## src/rtl/id_ex_stage.sv

```systemverilog
// ID/EX pipeline register with main control decode and load-use hazard detection.
// Optional STALL_COUNTER_EN adds saturating stall_count / flush_count outputs.
module id_ex_stage #(
    parameter int WIDTH = 32,
    parameter int CNT_W = 16
) (
    input  logic             clk,
    input  logic             reset,
    input  logic             PCSrc,
    input  logic [WIDTH-1:0] PC_ID,
    input  logic [WIDTH-1:0] IMM_ID,
    input  logic [WIDTH-1:0] REG_DATA1_ID,
    input  logic [WIDTH-1:0] REG_DATA2_ID,
    input  logic [2:0]       FUNCT3_ID,
    input  logic [6:0]       FUNCT7_ID,
    input  logic [6:0]       OPCODE_ID,
    input  logic [4:0]       RD_ID,
    input  logic [4:0]       RS1_ID,
    input  logic [4:0]       RS2_ID,
    output logic             PC_write,
    output logic             IF_ID_write,
    output logic             IF_ID_flush,
`ifdef STALL_COUNTER_EN
    output logic [CNT_W-1:0] stall_count,
    output logic [CNT_W-1:0] flush_count,
`endif
    output logic [WIDTH-1:0] PC_EX,
    output logic [WIDTH-1:0] IMM_EX,
    output logic [WIDTH-1:0] REG_DATA1_EX,
    output logic [WIDTH-1:0] REG_DATA2_EX,
    output logic [2:0]       FUNCT3_EX,
    output logic [6:0]       FUNCT7_EX,
    output logic [4:0]       RD_EX,
    output logic [4:0]       RS1_EX,
    output logic [4:0]       RS2_EX,
    output logic             RegWrite_EX,
    output logic             MemRead_EX,
    output logic             MemWrite_EX,
    output logic             MemtoReg_EX,
    output logic             ALUSrc_EX,
    output logic             Branch_EX,
    output logic [1:0]       ALUOp_EX
);

    localparam logic [6:0] OP_R  = 7'b0110011;
    localparam logic [6:0] OP_I  = 7'b0010011;
    localparam logic [6:0] OP_LD = 7'b0000011;
    localparam logic [6:0] OP_SD = 7'b0100011;
    localparam logic [6:0] OP_BR = 7'b1100011;

    logic       reg_write, mem_read, mem_write, mem_to_reg, alu_src, branch;
    logic [1:0] alu_op;
    logic       uses_rs1, uses_rs2;
    logic       hazard, stall, bubble;

    always_comb begin
        reg_write  = 1'b0;
        mem_read   = 1'b0;
        mem_write  = 1'b0;
        mem_to_reg = 1'b0;
        alu_src    = 1'b0;
        branch     = 1'b0;
        alu_op     = 2'b00;
        uses_rs1   = 1'b1;
        uses_rs2   = 1'b0;
        unique case (OPCODE_ID)
            OP_R: begin
                reg_write = 1'b1;
                alu_op    = 2'b10;
                uses_rs2  = 1'b1;
            end
            OP_I: begin
                reg_write = 1'b1;
                alu_src   = 1'b1;
                alu_op    = 2'b11;
            end
            OP_LD: begin
                reg_write  = 1'b1;
                mem_read   = 1'b1;
                mem_to_reg = 1'b1;
                alu_src    = 1'b1;
            end
            OP_SD: begin
                mem_write = 1'b1;
                alu_src   = 1'b1;
                uses_rs2  = 1'b1;
            end
            OP_BR: begin
                branch   = 1'b1;
                alu_op   = 2'b01;
                uses_rs2 = 1'b1;
            end
            default: uses_rs1 = 1'b0;
        endcase
    end

    // A flush already discards the dependent instruction, so it overrides the stall.
    assign hazard = MemRead_EX && (RD_EX != 5'd0) &&
                    ((uses_rs1 && RD_EX == RS1_ID) ||
                     (uses_rs2 && RD_EX == RS2_ID));
    assign stall       = hazard && !PCSrc;
    assign bubble      = stall || PCSrc;
    assign PC_write    = !stall;
    assign IF_ID_write = !stall;
    assign IF_ID_flush = PCSrc;

    always_ff @(posedge clk or posedge reset) begin
        if (reset) begin
            PC_EX        <= '0;
            IMM_EX       <= '0;
            REG_DATA1_EX <= '0;
            REG_DATA2_EX <= '0;
            FUNCT3_EX    <= '0;
            FUNCT7_EX    <= '0;
            RD_EX        <= '0;
            RS1_EX       <= '0;
            RS2_EX       <= '0;
            RegWrite_EX  <= 1'b0;
            MemRead_EX   <= 1'b0;
            MemWrite_EX  <= 1'b0;
            MemtoReg_EX  <= 1'b0;
            ALUSrc_EX    <= 1'b0;
            Branch_EX    <= 1'b0;
            ALUOp_EX     <= 2'b00;
        end else begin
            PC_EX        <= PC_ID;
            IMM_EX       <= IMM_ID;
            REG_DATA1_EX <= REG_DATA1_ID;
            REG_DATA2_EX <= REG_DATA2_ID;
            FUNCT3_EX    <= FUNCT3_ID;
            FUNCT7_EX    <= FUNCT7_ID;
            RS1_EX       <= RS1_ID;
            RS2_EX       <= RS2_ID;
            if (bubble) begin
                RD_EX       <= '0;
                RegWrite_EX <= 1'b0;
                MemRead_EX  <= 1'b0;
                MemWrite_EX <= 1'b0;
                MemtoReg_EX <= 1'b0;
                ALUSrc_EX   <= 1'b0;
                Branch_EX   <= 1'b0;
                ALUOp_EX    <= 2'b00;
            end else begin
                RD_EX       <= RD_ID;
                RegWrite_EX <= reg_write;
                MemRead_EX  <= mem_read;
                MemWrite_EX <= mem_write;
                MemtoReg_EX <= mem_to_reg;
                ALUSrc_EX   <= alu_src;
                Branch_EX   <= branch;
                ALUOp_EX    <= alu_op;
            end
        end
    end

`ifdef STALL_COUNTER_EN
    localparam logic [CNT_W-1:0] ONE = {{(CNT_W-1){1'b0}}, 1'b1};

    always_ff @(posedge clk or posedge reset) begin
        if (reset) begin
            stall_count <= '0;
            flush_count <= '0;
        end else begin
            if (stall && stall_count != '1)
                stall_count <= stall_count + ONE;
            if (PCSrc && flush_count != '1)
                flush_count <= flush_count + ONE;
        end
    end
`else
    if (CNT_W > 0) begin : g_no_counters
    end
`endif

endmodule
```

## config.mk

```make
export PLATFORM = sky130hd
export DESIGN_NAME = id_ex_stage
export DESIGN_NICKNAME = d
export VERILOG_FILES = /design/src/rtl/id_ex_stage.sv
export SDC_FILE = /design/constraint.sdc
export NUM_CORES = 1
export LEC_CHECK = 0
export ABC_AREA = 1
export CAP_MARGIN = 20
export CORE_AREA = 2 2 126 128
export CTS_BUF_LIST = sky130_fd_sc_hd__clkbuf_4
export DETAILED_ROUTE_END_ITERATION = 12
export DIE_AREA = 0 0 128 130
export GPL_TIMING_DRIVEN = 1
export PLACE_DENSITY = 0.74
export REMOVE_ABC_BUFFERS = 1
export SYNTH_ARGS = -nofsm -noshare
export SYNTH_HDL_FRONTEND = slang
export SYNTH_SLANG_ARGS = --single-unit
```

## constraint.sdc

```tcl
create_clock -name clk -period 12.2 [get_ports clk]
set_input_delay 2.44 -clock clk [delete_from_list [all_inputs] [get_ports clk]]
set_output_delay 2.44 -clock clk [all_outputs]
set_load 0.005 [all_outputs]
```

After elaboration in Yosys (flattened, before gate mapping)
Index checks and enable logic that the tools add are counted.
{ "word_totals": {"latchBits": 0, "n_memories": 0, "regBits": 160, "ramBits": 0, "mem_bits_ro": 0, "output_inout_bits": 164} }
{ "classes": {"n_reduce_logical": 14, "shift": 0, "add_sub_neg": 0, "div_mod_pow": 0, "n_mux": 15, "bitwise_logic": 0, "eq_ne": 7, "magnitude_cmp": 0, "mul": 0} }
{ "ops": {"columns": ["operator", "count"], "rows": [
  ["7-bit by 6-bit equality test with 1-bit output, second input constant", 2],
  ["1-bit two-way mux", 12],
  ["5-bit equality test", 2],
  ["3-bit OR reduction", 3],
  ["7-bit by 2-bit equality test with 1-bit output, second input constant", 1],
  ["7-bit by 5-bit equality test with 1-bit output, second input constant", 1],
  ["7-bit equality test, second input constant", 1],
  ["2-bit case mux with 3 select lines", 1],
  ["1-bit logical AND", 5],
  ["5-bit two-way mux", 1],
  ["5-bit nonzero test", 1],
  ["5-bit OR reduction", 1],
  ["1-bit logical NOT", 2],
  ["1-bit logical OR", 2],
  ["2-bit two-way mux", 1]
]} }

Logic depth before layout (Yosys ltp)
{ "depth": {"word_depth": 9, "ltp_mapped": 11, "ltp_nobuf": 10} }

Least setup slack after synthesis
OpenSTA, ideal clock, no wires.
{ "synth_timing": {"kind": "input port to output port", "startpoint": "in OPCODE_ID[3]", "endpoint": "out PC_write", "stages": 7, "arrival_ps": 3132, "setup_slack_ps": 6628, "path_buffers": 1, "cell_sequence": "nor2_2 -> nand3_2 -> a21oi_1 -> nand3_1 -> nand2_1 -> nand3_1 -> buf_4"} }
{ "synth_between": {"elab_chain_cells": 8, "elab_cells_between_ends": 15} }
{ "synth_rtl": {"columns": ["element", "line", "rtl"], "rows": [
  ["from (decl)", "16", "input logic [6:0] OPCODE_ID,"],
  ["7-bit equality test, or another cell as far along", "66", "unique case (OPCODE_ID)"],
  ["5-bit OR reduction (no line) or 3-bit OR reduction (tied branches)", null, null],
  ["1-bit two-way mux", "66", null],
  ["1-bit logical AND, on equally long branches", "99, 100", null],
  ["1-bit logical OR (*)", "99", "((uses_rs1 && RD_EX == RS1_ID) ||"],
  ["1-bit logical AND (*)", "98", "assign hazard = MemRead_EX && (RD_EX != 5'd0) &&"],
  ["1-bit logical AND (*)", "101", "assign stall = hazard && !PCSrc;"],
  ["1-bit logical NOT (*)", null, null],
  ["to (decl)", "20", "output logic PC_write,"]
]} }
Mark *: on every way between the ends. The rest lies on a longest branch, timed or not.

Worst setup path after layout
{ "layout_timing": {"startpoint": "in OPCODE_ID[4]", "endpoint": "out IF_ID_write"} }
{ "layout_between": {"elab_chain_cells": 8, "elab_cells_between_ends": 15} }
{ "layout_rtl": {"columns": ["element", "line", "rtl"], "rows": [
  ["7-bit equality test, or another cell as far along", "66", null],
  ["5-bit OR reduction (no line) or 3-bit OR reduction (tied branches)", null, null],
  ["1-bit two-way mux", "66", null],
  ["1-bit logical AND, on equally long branches", "99, 100", null],
  ["1-bit logical OR (*)", "99", null],
  ["1-bit logical AND (*)", "98", null],
  ["1-bit logical AND (*)", "101", null],
  ["1-bit logical NOT (*)", "104", "assign IF_ID_write = !stall;"],
  ["to (decl)", "21", "output logic IF_ID_write,"]
]} }
Marked as above.

==> results.txt <==
* Hold depth: 5
- Layout-stage area growth over the synthesis result: 87.4%
- Number of I/O pins: 327
- Post-CTS setup buffer count: 0
- The slowest stage of the critical path is the clkdlybuf4s50_1 cell.
* Hold-fix buffers at CTS: 0
* Period utilization: 0.529
- Largest net degree at the start of global routing: 85
- DRT iter0 DRCs: 57
* First-pass GRT wire length: 19100 um
- The total area inside the core boundary comes to 0.0154 mm^2.
- Via count of the first global-routing pass: 3370
* Count of standard-cell rows: 46
- The final layout contains 736 nets.
- Endpoint of the most critical register-to-register path: RD_EX[4]
- Setup violations remaining at the end of the flow were counted as 0.
* Clock Path Buffers: 2
* Top fanout value on the critical path: 5
* Number of antenna violations at the first check in global routing: 2
* Vias per cell: 3.98
- Dividing the detail-routed wire length by the instance count gives 17.2 um.
* Slew of the pin with the lowest slew margin: 0.933 ns
- The share of synthesized area in the top cell type comes to 0.911.
- TritonCTS built the clock tree.
- The signal on the critical path passes through clkdlybuf4s50_1 > inv_2 > nand2_2 > a21oi_1 > nand3_1 > nand2_1 > nand3_1 > clkdlybuf4s50_1.
- Die Y: 130 um
- Die outline area: 0.0166 mm^2
* #FFs+latches synth: 160
- Remaining routing DRC violations: 0
- STA puts the critical path data required time at 9.76 ns.
- The number of cells on the worst reg-to-reg path is 8.
* Status: complete, no violations
- Count of yosys warnings during synthesis: 0
- In this run the most critical hold path is launched from MemtoReg_EX.
- Across the routed clock network, the largest skew measured is 0.0178 ns.
* Cell chosen for the clock root: clkbuf_4
* Clock input transition at the sequential cells of the worst setup and hold paths: 0.13 ns
* Number of buffers added by the clock tree synthesis step: 17
- Once routing completed, OpenROAD measured the worst setup slack at 5.75 ns.
- Quantity of I/O buffers inserted on ports: 326
- Antenna Violating Nets Remaining: 0
* Ratio of cells with drive above 1 in the final layout: 0.0836
- Sequential cell area fraction in the yosys report: 0.911
* Total routing resource utilization after global routing: 0.159
- The initial utilization of the core area, before any placement, comes to 0.285.
* Wirelength, routed: 13400 um
- Drt first pass iters: 4
- Setup tns final: 0 ns
* Time the final worst path needs with I/O delays and setup: 6.45 ns
- The clock tree synthesis step divided the H-tree into 4 levels.
- The wire-length estimate of the detail-placed layout is 10600 um.
- PostCTS Resize Cnt: 0
- FF-to-FF setup slack: 10.63 ns
* WHS Endpoint: RD_EX[2]
- Headroom to the max-slew limit: 0.378
* Crit end category: output port
- Number of failing hold endpoints at the final stage: 0
* Worst stage delay on the critical path: 0.47 ns
* Die extent in x: 128 um
- Number of cells produced by synthesis: 231
* Routed vias: 3099
- The path class of the tightest hold or removal check is reg2reg.
- Summed over all cells, the static leakage comes to 3.53 nW.
- Worst ir drop on vdd: 59.7 uV
* Area leader, netlist: dfrtp_1
* Startpoint kind of the worst setup timing path: input pin
* Post-Syn Area: 0.00439 mm^2
- Arr. time, crit path: 4.01 ns
- Pins Over Slew Limit: 0
- Synthesis instantiated 19 different standard cells from the library.
- Area contributors post-synth: dfrtp_1 91%, nor2_2 1.6%, xor2_1 1.2%
- Setup repair after global routing left no endpoint under its margin.
- Max-cap violations in this run came to 0.
- At the placement stage, the worst setup path has a slack of 5.76 ns.
* Reg-to-reg critical path startpoint: RD_EX[0]
- Clock latency on the worst-skew pair: 0.54 ns
* Number of sinks handled by clock tree synthesis: 160
* Overall overflow remaining after global route: 0
* Final estimated routing congestion in global placement: 0.768
- Synthesized area divided by synthesized cell count: 19.0 um^2
* PwrDens: 130 mW/mm^2
* Maximum frequency from static timing analysis: 155 MHz
- Worst Setup Path Type: in2out
cells by family (layout without fill, tap and decap cells):
| kind of cell | Yosys count | after routing | synth area share |
|---|---|---|---|
| compound gates | 5 | 5 | 0.00655 |
| xor+xnor | 9 | 9 | 0.0179 |
| other cells | 0 | 1 | 0 |
| buf+inv | 18 | 373 | 0.0197 |
| simple gates | 39 | 39 | 0.0444 |
| flops | 160 | 160 | 0.911 |
how the worst max path moves through the flow:
stage / from / end / slack (ns) / cells after the start
2_1_floorplan: reset / ALUOp_EX[0] / 5.44 / 1
3_3_place_gp: OPCODE_ID[4] / IF_ID_write / 5.77 / 8
3_5_place_dp: OPCODE_ID[4] / PC_write / 5.76 / 8
4_1_cts: OPCODE_ID[4] / PC_write / 5.75 / 8
5_1_grt: OPCODE_ID[4] / PC_write / 5.64 / 8
6_report: OPCODE_ID[4] / IF_ID_write / 5.75 / 8
layer usage:
metal	GRT usage	wire (um)	vias up
li1	-	-	1396
met1	0.166	4670	1509
met2	0.279	7250	176
met3	0.0705	1190	16
met4	0.0672	256	2
met5	0	13	-
state kept, by name, indices dropped and copies added, names as in the netlist:
register,cells
IMM_EX,32
REG_DATA2_EX,32
ALUSrc_EX,1
REG_DATA1_EX,32
ALUOp_EX,2
RegWrite_EX,1
RS2_EX,5
FUNCT7_EX,7
Branch_EX,1
RD_EX,5
MemWrite_EX,1
RS1_EX,5
PC_EX,32
FUNCT3_EX,3
MemtoReg_EX,1
where the power goes:
part / switching, mW / internal [mW]
Clock: 0.185 / 0.192
Sequential: 0.00915 / 0.556
Combinational: 0.0391 / 0.0913
Total: 0.233 / 0.839
cells in the mapped netlist:
library cell / instances
dfrtp_1: 160
inv_1: 13
nor2_2: 11
nand2_1: 10
nor2_1: 8
xor2_1: 6
nand3_1: 5
buf_4: 3
xnor2_1: 3
a21oi_1: 2
nand2_2: 2
a31oi_1: 1
buf_6: 1
inv_2: 1
nand3_2: 1
nor3_1: 1
o21ai_0: 1
o31ai_1: 1
or3_1: 1
cell usage in the layout (no fill, tap or decap):
master	n
inv_2	1
diode_2	1
clkinv_4	3
clkbuf_4	20
nor2_2	11
buf_4	1
o31ai_1	1
a31oi_1	1
xnor2_1	3
xor2_1	6
or3_1	1
clkdlybuf4s50_1	326
a21oi_1	2
nor3_1	1
nand2_2	2
clkinvlp_4	1
inv_6	3
bufinv_16	5
o21ai_0	1
inv_1	12
nand3_1	5
nand3_2	1
clkinv_2	1
nand2_1	10
dfrtp_1	160
nor2_1	8
stage by stage:
stage / total power [mW] / instances / utilization / hold WS, ns / cell area (um^2)
floorplan: 0.592 / 227 / - / 0.864 / 4360
global placement: 0.704 / 746 / 0.511 / 1.04 / 7880
detailed placement: 0.708 / 746 / 0.511 / 1.02 / 7880
CTS: 1.09 / 778 / 0.534 / 1.07 / 8230
global route: 1.12 / 779 / 0.534 / 1.11 / 8230
finish: 1.07 / 779 / 0.534 / 1.03 / 8230
critical path, delay by kind of cell:
kind / cells / cell delay, ns
buffers and inverters: 3 / 1.02
and+or+nand+nor: 4 / 0.37
AOI/OAI and AO/OA: 1 / 0.18
cell type report:
| class | count | area (um^2) |
|---|---|---|
| fillers | 1293 | 7190 |
| flip-flops and latches | 160 | 4000 |
| repair buffers | 327 | 3270 |
| well taps | 192 | 240 |
| multi-input cells | 53 | 303 |
| clock buffers | 20 | 150 |
| clock inverters | 12 | 206 |
| diodes | 1 | 2.50 |
| inverters | 14 | 57.6 |
Power figures use the tool's default switching activity.
